**config.mk**
```make
export PLATFORM = sky130hd
export DESIGN_NAME = wr_stream_serializer
export DESIGN_NICKNAME = d
export VERILOG_FILES = /design/src/rtl/wr_stream_serializer.sv
export SDC_FILE = /design/constraint.sdc
export NUM_CORES = 1
export LEC_CHECK = 0
export BUFFER_PORTS_ARGS = -buffer_cell sky130_fd_sc_hd__buf_2
export CORE_MARGIN = 4
export CORE_UTILIZATION = 57
export CTS_BUF_LIST = sky130_fd_sc_hd__clkbuf_2 sky130_fd_sc_hd__clkbuf_4 sky130_fd_sc_hd__clkbuf_8
export CTS_CLUSTER_DIAMETER = 50
export DETAILED_ROUTE_END_ITERATION = 8
export PLACE_DENSITY = 0.87
export SLEW_MARGIN = 20
export SYNTH_ARGS = -nofsm -noshare
export SYNTH_HDL_FRONTEND = slang
export SYNTH_SLANG_ARGS = --single-unit
```
**constraint.sdc**
```tcl
create_clock -name wclk -period 2.5 [get_ports wclk]
set_input_delay 0.125 -clock wclk [delete_from_list [all_inputs] [get_ports wclk]]
set_output_delay 0.125 -clock wclk [all_outputs]
set_load 0.005 [all_outputs]
```
**src/rtl/wr_stream_serializer.sv**
```systemverilog
// Write-side feeder for the dual-clock FIFO: serializes multi-lane words into
// single-lane FIFO writes under the FIFO full flag and reports per-frame lengths.
module wr_stream_serializer #(
  parameter int WIDTH = 8,
  parameter int RATIO = 4,
  parameter int CNTW  = $clog2(RATIO) + 1,
  parameter int LENW  = 16
) (
  input  logic                   wclk,
  input  logic                   reset_n,
  input  logic                   in_valid,
  output logic                   in_ready,
  input  logic [WIDTH*RATIO-1:0] in_data,
  input  logic [CNTW-1:0]        in_cnt,
  input  logic                   in_last,
  output logic                   fifo_wen,
  output logic [WIDTH-1:0]       fifo_data,
  input  logic                   fifo_full,
  output logic                   frame_done,
  output logic [LENW-1:0]        frame_len,
  output logic                   frame_ovf
);

  localparam int IDXW = $clog2(RATIO);

  typedef enum logic {IDLE, SEND} state_t;

  state_t                 state_q, state_d;
  logic [WIDTH*RATIO-1:0] hold_data_q, hold_data_d;
  logic [CNTW-1:0]        hold_cnt_q, hold_cnt_d;
  logic                   hold_last_q, hold_last_d;
  logic [IDXW-1:0]        idx_q, idx_d;
  logic [LENW-1:0]        len_cnt_q, len_cnt_d;
  logic                   sat_q, sat_d;
  logic                   frame_done_q, frame_done_d;
  logic [LENW-1:0]        frame_len_q, frame_len_d;
  logic                   frame_ovf_q, frame_ovf_d;

  logic                   last_lane;
  logic                   wr_en;
  logic                   accept;
  logic                   len_at_max;
  logic [LENW-1:0]        len_inc;

  // Out-of-range lane counts (0 or above RATIO) mean a full word.
  function automatic logic [CNTW-1:0] sanitize_cnt(input logic [CNTW-1:0] c);
    if (c == '0 || int'(c) > RATIO) return CNTW'(RATIO);
    return c;
  endfunction

  assign last_lane  = (CNTW'(idx_q) == hold_cnt_q - CNTW'(1));
  assign wr_en      = (state_q == SEND) && !fifo_full;
  assign in_ready   = (state_q == IDLE) || (wr_en && last_lane);
  assign accept     = in_valid && in_ready;
  assign fifo_wen   = wr_en;
  assign fifo_data  = (state_q == SEND) ? hold_data_q[idx_q*WIDTH +: WIDTH] : '0;
  assign len_at_max = &len_cnt_q;
  assign len_inc    = len_at_max ? len_cnt_q : len_cnt_q + LENW'(1);

  assign frame_done = frame_done_q;
  assign frame_len  = frame_len_q;
  assign frame_ovf  = frame_ovf_q;

  always_comb begin
    state_d      = state_q;
    hold_data_d  = hold_data_q;
    hold_cnt_d   = hold_cnt_q;
    hold_last_d  = hold_last_q;
    idx_d        = idx_q;
    len_cnt_d    = len_cnt_q;
    sat_d        = sat_q;
    frame_done_d = 1'b0;
    frame_len_d  = frame_len_q;
    frame_ovf_d  = frame_ovf_q;

    if (wr_en) begin
      len_cnt_d = len_inc;
      sat_d     = sat_q | len_at_max;
      if (last_lane) begin
        state_d = IDLE;
        idx_d   = '0;
        // Closing a frame publishes the count and restarts it from zero.
        if (hold_last_q) begin
          frame_done_d = 1'b1;
          frame_len_d  = len_inc;
          frame_ovf_d  = sat_q | len_at_max;
          len_cnt_d    = '0;
          sat_d        = 1'b0;
        end
      end else begin
        idx_d = idx_q + IDXW'(1);
      end
    end

    if (accept) begin
      state_d     = SEND;
      hold_data_d = in_data;
      hold_cnt_d  = sanitize_cnt(in_cnt);
      hold_last_d = in_last;
      idx_d       = '0;
    end
  end

  always_ff @(posedge wclk or negedge reset_n) begin
    if (!reset_n) begin
      state_q      <= IDLE;
      hold_data_q  <= '0;
      hold_cnt_q   <= '0;
      hold_last_q  <= 1'b0;
      idx_q        <= '0;
      len_cnt_q    <= '0;
      sat_q        <= 1'b0;
      frame_done_q <= 1'b0;
      frame_len_q  <= '0;
      frame_ovf_q  <= 1'b0;
    end else begin
      state_q      <= state_d;
      hold_data_q  <= hold_data_d;
      hold_cnt_q   <= hold_cnt_d;
      hold_last_q  <= hold_last_d;
      idx_q        <= idx_d;
      len_cnt_q    <= len_cnt_d;
      sat_q        <= sat_d;
      frame_done_q <= frame_done_d;
      frame_len_q  <= frame_len_d;
      frame_ovf_q  <= frame_ovf_d;
    end
  end

endmodule
```
==> metrics, run 1 <==
final period utilization=0.9376; critical path endpoint category=flop; TritonCTS clock tree=done; Final ANT Viol Nets=0; vias per inst=5.669; static leakage=2.120 nW; Fin Setup TNS=0 ns; TritonCTS Buffers=9; Max Clk Rate=around 430 MHz; Total Routing Usage GR=0.2279; Vias=roughly 2800; net count after synthesis=about 360; Setup Buffers After CTS=0; Slew Viols, Final=0; # Max-Cap Violations=0; yosys warns=0; Final Hold Vio Count=33; R2R depth=7; placer's final routability congestion estimate=roughly 0.91; post-DP HPWL=5321 um; Most used DFF post-synth=dfrtp_1; Power Density=between 1000 and 1500 mW/mm^2; share of the synthesized area in the top cell type=0.5072; mapped cell area=roughly 0.0037 mm^2; critical path type=flop to flop; hold bufs inserted after CTS=21; routed wire length=approximately 8100 um; die width=88.03 um; outcome=complete, but fails checks; H-Tree Depth=3; clock slew at reported path FFs=approximately 0.07 ns; EDFF count, synth=0; vias in the first global route=roughly 2900; worst path required time=approximately 2.7 ns; minimum clock period=around 2.3 ns; top post-synthesis cells by count=dfrtp_1, o21ai_0, mux2_2, nand2_1, nor2_1; clk_lat worst skew=about 0.35 ns; maximum vdd drop=0.0006940 V; synth unique cells=47; routed len/inst=16.34 um; starting density of the core=0.6024; Total Nets Final=about 460; initial drt markers=~240; largest net degree at the start of global routing=75; final setup fails=0; DIE HEIGHT=a little under 90 um; asr flop ratio synth=1.000; Worst Max-Slew Pin Slew=0.9097 ns; CP Launch Type=flop; RSZ-0062 raised after global routing=no; Max Root-Sink Buffers=2; Syn Area/Cell=roughly 11 um^2; Post-route DRC=0; hold slack=-0.01128 ns; critical-path maximum fanout=31; share of layout cells above drive strength 1=0.3548; I/O pins=between 60 and 70; placement row count=28; post-cts resize count=0; die area=0.007749 mm^2; Post-Synthesis Cells=between 300 and 400; Synth Register Bits=74; area delta synth->final=24.88%; crit path DAT=between 2 and 3 ns; end-of-flow core utilization=0.7523; Root Driver=clkbuf_8; CTS sink cnt=74; antenna violations before repair=0; headroom to the max-slew limit=0.3935; core area=~0.0061 mm^2; PortBufs=67; post-synthesis sequential area ratio=0.5072; most frequent cell after synthesis=dfrtp_1; first-pass GRT wire length=approximately 14000 um; synth top area cells=dfrtp_1, mux2_2, mux4_2; failing checks=negative hold slack; first-pass detailed-route iteration total=5; Worst Hold Class=input pin to asynchronous set/reset pin; global route total overflow=0; Worst Clk Skew=between 0.01 and 0.015 ns; largest area contributor in the netlist=dfrtp_1; n_diodes=0
-- power breakdown --
| group | switching (mW) | leakage (nW) | internal (mW) | total [mW] |
|---|---|---|---|---|
| Sequential | 0.277 | 0.942 | 1.62 | 1.89 |
| Combinational | 0.898 | 1.05 | 1.06 | 1.96 |
| Clock | 0.447 | 0.129 | 0.714 | 1.16 |
| Total | 1.62 | 2.12 | 3.39 | 5.02 |
-- kinds of logic (layout without fill, tap and decap cells) --
family / Yosys count / count (layout) / synth area share
AO/OA/AOI/OAI: 67 / 67 / 0.1179
buffers and inverters: 25 / 126 / 0.03564
multiplexers: 44 / 44 / 0.1645
adder cells (fa/ha/maj): 3 / 3 / 0.01028
flip-flops: 74 / 74 / 0.5072
XOR/XNOR: 10 / 10 / 0.02605
AND/OR/NAND/NOR: 96 / 96 / 0.1384
-- critical path, stage by stage (launching register included) --
cell and delay, ns:
dfrtp_1 0.41, inv_1 0.06, ha_1 0.30, xnor2_1 0.54
o41ai_4 0.18, nand2_2 0.13, buf_12 0.21, mux2_2 0.36
-- flip-flops by register name, summed over array words and instances, names as in the netlist, 2 cells and up --
register	count
idx_q	2
hold_data_q	32
frame_len	16
hold_cnt_q	3
len_cnt_q	16
-- layout make-up --
| class | count | area, um^2 |
|---|---|---|
| Sequential cell | 74 | 1852 |
| Multi-Input combinational cell | 220 | 1669 |
| Fill cell | 410 | 1501 |
| Timing Repair Buffer | 102 | 663.1 |
| Clock buffer | 11 | 151.4 |
| Clock inverter | 5 | 100.1 |
| Tap cell | 75 | 93.84 |
| Inverter | 8 | 30.03 |
-- final timing paths --
check,start,end,slack [ns]
hold reg to reg,frame_len[5],frame_len[5],0.48
setup reg to reg,hold_cnt_q[0],hold_data_q[13],0.16
setup / recovery,hold_cnt_q[0],hold_data_q[13],0.16
min in group wclk,in_data[18],hold_data_q[18],0.01
max in group asynchronous,reset_n,idx_q[1],1.92
hold / removal,reset_n,frame_len[5],-0.01
-- stage by stage --
| stage | cells | power, mW | instance area (um^2) | setup WS (ns) |
|---|---|---|---|---|
| 6_report | 495 | 5.016 | 4559 | 0.1560 |
| 5_1_grt | 495 | 5.316 | 4559 | 0.02960 |
| 4_1_cts | 495 | 5.013 | 4559 | 0.1618 |
| 3_5_place_dp | 458 | 3.826 | 4098 | 0.1853 |
| 3_3_place_gp | 458 | 3.720 | 4098 | 0.2535 |
| 2_1_floorplan | 319 | 3.208 | 3651 | 0.3187 |
-- placed cells by master, fill, tap and decap left out, types with 7 or more instances in the layout --
cell,instances
and2_1,9
buf_2,67
nand3_1,8
dfrtp_1,74
nand2_1,29
buf_4,13
clkbuf_8,11
o21ai_0,30
a21oi_1,17
dlygate4sd3_1,21
xnor2_1,7
mux2_2,29
mux4_2,7
nor2_1,20
-- routing by layer --
metal	global-route usage	routed length, um	vias to the layer above	share of wire
met2	0.3815	3966	118	0.49
met5	0	0	-	0
li1	-	-	1342	-
met3	0.05174	564	27	0.070
met4	0.1126	281	0	0.035
met1	0.2786	3275	1319	0.40
(Power assumes the default switching activity.)
==> inputs of run 2 (changes only) <==
--- a/config.mk
+++ b/config.mk
@@ -6,12 +6,14 @@
 export NUM_CORES = 1
 export LEC_CHECK = 0
 export BUFFER_PORTS_ARGS = -buffer_cell sky130_fd_sc_hd__buf_2
+export CELL_PAD_IN_SITES_DETAIL_PLACEMENT = 1
+export CELL_PAD_IN_SITES_GLOBAL_PLACEMENT = 1
 export CORE_MARGIN = 4
-export CORE_UTILIZATION = 57
+export CORE_UTILIZATION = 45
 export CTS_BUF_LIST = sky130_fd_sc_hd__clkbuf_2 sky130_fd_sc_hd__clkbuf_4 sky130_fd_sc_hd__clkbuf_8
 export CTS_CLUSTER_DIAMETER = 50
 export DETAILED_ROUTE_END_ITERATION = 8
-export PLACE_DENSITY = 0.87
+export PLACE_DENSITY = 0.86
 export SLEW_MARGIN = 20
 export SYNTH_ARGS = -nofsm -noshare
 export SYNTH_HDL_FRONTEND = slang
==> run 2 against run 1 <==
  * The run now ends clean
  * Via count shrank 0.64%
  * Routed wire length is 12% higher
  * Fmax up 2.5%
  * Power shrank 6.5%
  * Critical path type unchanged
  * Combinational power about the same
  * Non-clock buffer count down 8
  * Clock skew is 0.0046 ns lower
  * Critical endpoint is now frame_len[4]
  * Sequential share of layout area is 0.98 points higher
==> metrics, run 2 (synthesis gave the netlist of run 1 again) <==
final setup fails=0 (unchanged); Fin Setup TNS=0 ns (unchanged); Tot Pwr=4.690 mW (-6.5%); Max Clk Rate=437.1 MHz (+2.5%); initial drt markers=62 (-74%); vias in the first global route=3092 (+7.8%); Critical R2R Launch=hold_cnt_q[0]; TritonCTS clock tree=done; clock slew at reported path FFs=0.08 ns (about the same); Worst Max-Slew Pin Slew=0.9207 ns (+0.01102 ns); share of layout cells above drive strength 1=0.3592 (+0.004461); Placed Cells=483 (+5.5%); Max Root-Sink Buffers=2 (unchanged); routed len/inst=17.59 um (+7.7%); commonest non-fill, non-tap cell in the layout=dfrtp_1; met2 wire len=4945 um (+25%); RSZ-0062 raised after global routing=no; TritonCTS Buffers=9 (unchanged); Total Routing Usage GR=0.1947 (-0.03318); M1 wire length=3477 um (+6.2%); slowest stage cell on the critical path=o41ai_4; outcome=complete, no violations; Root Driver=clkbuf_8; post-DP HPWL=6336 um (+19%); WP buf/inv=2 (unchanged); met3 WL=487 um (-14%); Power Density=1053 mW/mm^2 (-4.3%); critical-path maximum fanout=22 (-29%); static leakage=2.038 nW (-3.8%); worst path required time=2.76 ns (+0.03 ns); Post-Layout Cell Count=514 (+3.8%); Top reg by flops=hold_data_q; maximum vdd drop=0.0006540 V (-5.8%); Final Hold Vio Count=0 (-100%); area delta synth->final=21.93%; # Max-Cap Violations=0 (unchanged); first-pass detailed-route iteration total=4 (-1); commonest cells after routing, fill and taps aside=dfrtp_1, buf_2, o21ai_0; vias per inst=5.424 (-4.3%); max FFs per register=32 (unchanged); final period utilization=0.9151 (-0.02246); Worst Hold Class=input pin to flop; Total Nets Final=450 (-1.7%); minimum clock period=2.288 ns (-0.05614 ns); CP max stage delay=0.47 ns (-0.07 ns); Slew Viols, Final=0 (unchanged); Setup crit start=hold_cnt_q[0]; n_diodes=0 (unchanged); H-Tree Depth=3 (unchanged); first-pass GRT wire length=14850 um (+9.7%); critical path type=flop to flop; antenna violations before repair=0 (unchanged); Critical Path Stages=7 (unchanged); placement row count=32 (+14%); hold path cells=2; Final ANT Viol Nets=0 (unchanged); Top Layer Used=met4; die area=0.009619 mm^2 (+24%); CTS sink cnt=74 (unchanged); headroom to the max-slew limit=0.3862 (-0.007345); starting density of the core=0.4676 (-0.1348); crit path DAT=2.54 ns (-0.03 ns); I/O pins=68 (unchanged); R2R depth=7 (unchanged); core area=0.007807 mm^2 (+29%); global route total overflow=0 (unchanged); critical path endpoint category=flop; DIE HEIGHT=98.08 um (+11%); crit path cell chain=inv_1, ha_1, xnor2_2, o41ai_4, nand2_2, buf_4, o31ai_1; Vias=2788 (-0.64%); cell family with most CP delay=compound AO/OA/AOI/OAI gates; CP Launch Type=flop; Worst Min Path Start=in_last; PortBufs=67 (unchanged); Post-route DRC=0 (unchanged); die width=98.08 um (+11%); clk_lat worst skew=0.35 ns (about the same); placer's final routability congestion estimate=0.7976 (-12%); largest net degree at the start of global routing=75 (unchanged); Worst Clk Skew=0.006638 ns (-0.004573 ns); routed wire length=9040 um (+12%)
## run 2: changes by cell type in the layout (fill, tap and decap cells not counted), sizes merged
cell / change
clkinvlp: +4
dlygate4sd3: -6
clkbuf: -1
buf: -2
bufinv: -3
## run 2: cell type report
type | instances | area [um^2]
Fill cell | 851 | 3356
Multi-Input combinational cell | 220 | 1677
Tap cell | 102 | 127.6
Clock buffer | 10 | 131.4
Sequential cell | 74 | 1852
Clock inverter | 6 | 43.79
Inverter | 8 | 30.03
Timing Repair Buffer | 94 | 590.6
## run 2: what timing repair did
action	in CTS	in global routing
gates resized for setup	0	1
buffers inserted	0	0
hold buffers	14	1
endpoints found under the hold margin	87	1
setup endpoints to repair	0	9
## run 2: worst reg2reg max path, delay by kind of cell, from the launching register on
kind / cells / cell delay [ns]
buf+inv: 2 / 0.31
xor+xnor: 1 / 0.22
simple gates: 1 / 0.21
compound gates: 2 / 0.72
flops: 1 / 0.42
fa+ha+maj: 1 / 0.32
## run 2: power breakdown
part	internal, mW	total (mW)	switching [mW]
Clock	0.370	0.820	0.449
Sequential	1.62	1.90	0.279
Combinational	1.04	1.97	0.936
Total	3.03	4.69	1.66
## run 2: routing by layer
metal | global-route usage | up-vias
met5 | 0 | -
met4 | 0.05538 | 0
met3 | 0.05357 | 13
met2 | 0.3613 | 66
met1 | 0.2171 | 1393
li1 | - | 1316
## run 2: per-stage QoR
step | instance area, um^2 | setup WS (ns) | hold slack (ns) | util
floorplan | 3651 | 0.3187 | -0.1706 | -
global placement | 4119 | 0.2261 | 0.3167 | 0.5276
detailed placement | 4119 | 0.1487 | 0.3222 | 0.5276
CTS | 4434 | 0.1142 | 0.0001283 | 0.5679
global route | 4452 | 0.05702 | 0.002521 | 0.5702
finish | 4452 | 0.2121 | 0.01268 | 0.5702
## run 2: path summary, 6_finish.rpt
kind	end	slack [ns]
setup / recovery	frame_len[4]	0.21
hold / removal	hold_last_q	0.01
setup reg to reg	frame_len[4]	0.21
hold reg to reg	frame_len[0]	0.48
max in group asynchronous	state_q	1.44
min in group asynchronous	len_cnt_q[5]	0.46
==> inputs of run 3 (changes only) <==
--- a/config.mk
+++ b/config.mk
@@ -8,6 +8,7 @@
 export BUFFER_PORTS_ARGS = -buffer_cell sky130_fd_sc_hd__buf_2
 export CELL_PAD_IN_SITES_DETAIL_PLACEMENT = 1
 export CELL_PAD_IN_SITES_GLOBAL_PLACEMENT = 1
+export CORE_ASPECT_RATIO = 0.5
 export CORE_MARGIN = 4
 export CORE_UTILIZATION = 45
 export CTS_BUF_LIST = sky130_fd_sc_hd__clkbuf_2 sky130_fd_sc_hd__clkbuf_4 sky130_fd_sc_hd__clkbuf_8
==> run 3 against run 2 <==
  * Hold slack lost 0.0083 ns
  * Sequential power is essentially flat
  * Final cell count rose by 2.7%
  * Combinational power is 3% higher
  * Register-to-register slack worse by 0.08 ns
  * Non-clock buffer count rose by 8
  * Via count increased by 2.7%
  * Clock skew is 0.0019 ns higher
  * Largest power group unchanged
  * Sequential share of layout area is 1.2 points lower
  * Highest routed layer unchanged
==> metrics, run 3 (synthesis gave the netlist of run 1 again) <==
commonest cells after routing, fill and taps aside=dfrtp_1, buf_2, o21ai_0; critical-path maximum fanout=16 (-27%); Final ANT Viol Nets=0 (unchanged); area delta synth->final=25.50%; clock slew at reported path FFs=0.07 ns (about the same); Setup crit start=hold_cnt_q[0]; Power Density=1077 mW/mm^2 (+2.3%); Post-route DRC=0 (unchanged); Setup Buffers After CTS=0 (unchanged); Critical R2R Launch=hold_cnt_q[0]; initial drt markers=108 (+74%); R2R depth=7 (unchanged); share of layout cells above drive strength 1=0.3595 (about the same); H-Tree Depth=3 (unchanged); first-pass GRT wire length=16330 um (+9.9%); maximum vdd drop=0.0005240 V (-20%); Worst Max-Slew Pin Slew=0.7226 ns (-0.1981 ns); Final Hold Vio Count=0 (unchanged); global route total overflow=0 (unchanged); CTS sink cnt=74 (unchanged); outcome=complete, no violations; DIE HEIGHT=71.69 um (-27%); clk_lat worst skew=0.36 ns (about the same); fillcell total=840 (-1.3%); Total Nets Final=458 (+1.8%); final setup fails=0 (unchanged); Internal Power=3.236 mW (+7.0%); placement row count=22 (-31%); core area=0.007597 mm^2 (-2.7%); PortBufs=67 (unchanged); TritonCTS Buffers=9 (unchanged); NetSw=1.700 mW (+2.1%); die area=0.009706 mm^2 (+0.90%); Slew Viols, Final=0 (unchanged); antenna violations before repair=0 (unchanged); Post-Layout Cell Count=528 (+2.7%); Placed Cells=491 (+1.7%); final period utilization=0.9478 (+0.03262); Comb pwr share=0.412 (-0.009); Reg2Reg Setup Slack=0.13 ns (-0.08 ns); max FFs per register=32 (unchanged); # Max-Cap Violations=0 (unchanged); vias in the first global route=3258 (+5.4%); critical path type=flop to flop; headroom to the max-slew limit=0.5115 (+0.1253); n_diodes=0 (unchanged); Worst Hold Class=input pin to flop; first-pass detailed-route iteration total=4 (unchanged); critical path endpoint category=flop; Total Routing Usage GR=0.2159 (+0.02112); die width=135.4 um (+38%); Worst Min Path Start=in_data[20]; post-DP HPWL=6971 um (+10%); worst path required time=2.74 ns (-0.02 ns); routed wire length=9756 um (+7.9%); static leakage=2.113 nW (+3.7%); Top reg by flops=hold_data_q; sw frac=0.3443 (-0.01053); minimum clock period=2.369 ns (+0.08156 ns); Max Clk Rate=422.0 MHz (-3.4%); clock network power share=0.200 (+0.025); end-of-flow core utilization=0.6031 (+0.03290); I/O pins=68 (unchanged); vias per inst=5.422 (about the same); starting density of the core=0.4806 (+0.01294); TritonCTS clock tree=done; routed len/inst=18.48 um (+5.1%); Max Root-Sink Buffers=2 (unchanged); reg2reg end=hold_data_q[30]; Vias=2863 (+2.7%); Sequential Power Share=0.389 (-0.015); crit path DAT=2.61 ns (+0.07 ns); Worst Setup EP=hold_data_q[30]; placer's final routability congestion estimate=0.8268 (+3.7%); largest net degree at the start of global routing=33 (-56%); Worst Clk Skew=0.008512 ns (+0.001874 ns); Root Driver=clkbuf_8; commonest non-fill, non-tap cell in the layout=dfrtp_1; CP Launch Type=flop
==> run 3: layer usage <==
metal / part of all wire / track usage / vias up / wire [um]
met1: 0.42 / 0.2562 / 1417 / 4122
met5: 0 / 0 / - / 0
met3: 0.051 / 0.05610 / 27 / 499
met4: 0.031 / 0.08156 / 0 / 306
met2: 0.49 / 0.3816 / 83 / 4827
li1: - / - / 1336 / -
==> run 3: through the flow <==
| stage | TNS [ns] | worst slack (ns) | hold slack, ns | area, um^2 | total power, mW |
|---|---|---|---|---|---|
| 2_1_floorplan | 0 | 0.3187 | -0.1706 | 3651 | 3.208 |
| 3_3_place_gp | 0 | 0.1996 | 0.04369 | 4151 | 3.723 |
| 3_5_place_dp | 0 | 0.05169 | 0.05385 | 4151 | 3.912 |
| 4_1_cts | 0 | 0.03493 | 0.0001199 | 4551 | 4.933 |
| 5_1_grt | -0.005534 | -0.003894 | -0.003713 | 4582 | 5.264 |
| 6_report | 0 | 0.1306 | 0.004420 | 4582 | 4.936 |
==> run 3: worst min-delay path by stage <==
stage	to	slack [ns]	depth (start not counted)
finish	hold_data_q[20]	0.004	2
global route	hold_data_q[3]	-0.004	2
CTS	hold_data_q[25]	0.0001	2
detailed placement	hold_data_q[27]	0.05	1
global placement	hold_data_q[29]	0.04	1
floorplan	frame_done	-0.17	0
==> run 3: layout make-up <==
cell class              instances  area, um^2  area share
well taps                     108       135.1     0.02949
flip-flops and latches         74        1852      0.4042
clock inverters                 2       35.03    0.007646
clock buffers                  14       173.9     0.03796
repair buffers                102       675.6      0.1475
inverters                       8       30.03    0.006554
multi-input cells             220        1680      0.3667
==> run 3: what timing repair did <==
action,in CTS,in global routing
resized for setup,0,2
endpoints found under the hold margin,33,2
hold buffers,19,2
setup endpoints to repair,0,29
==> run 3: power by group through the flow <==
stage,Sequential [mW],Clock (mW),Combinational [mW]
6_report,1.92,0.985,2.03
5_1_grt,1.97,1.05,2.24
4_1_cts,1.91,1.00,2.02
3_5_place_dp,1.93,0,1.98
3_3_place_gp,1.88,0,1.85
2_1_floorplan,1.82,0,1.39
==> run 3: critical path, cell delays in order (launching register included) <==
cell and delay, ns:
dfrtp_1 0.42, inv_1 0.07, ha_1 0.32, xnor2_2 0.21, o41ai_4 0.45, nand2_2 0.26, buf_12 0.23, mux2_4 0.30
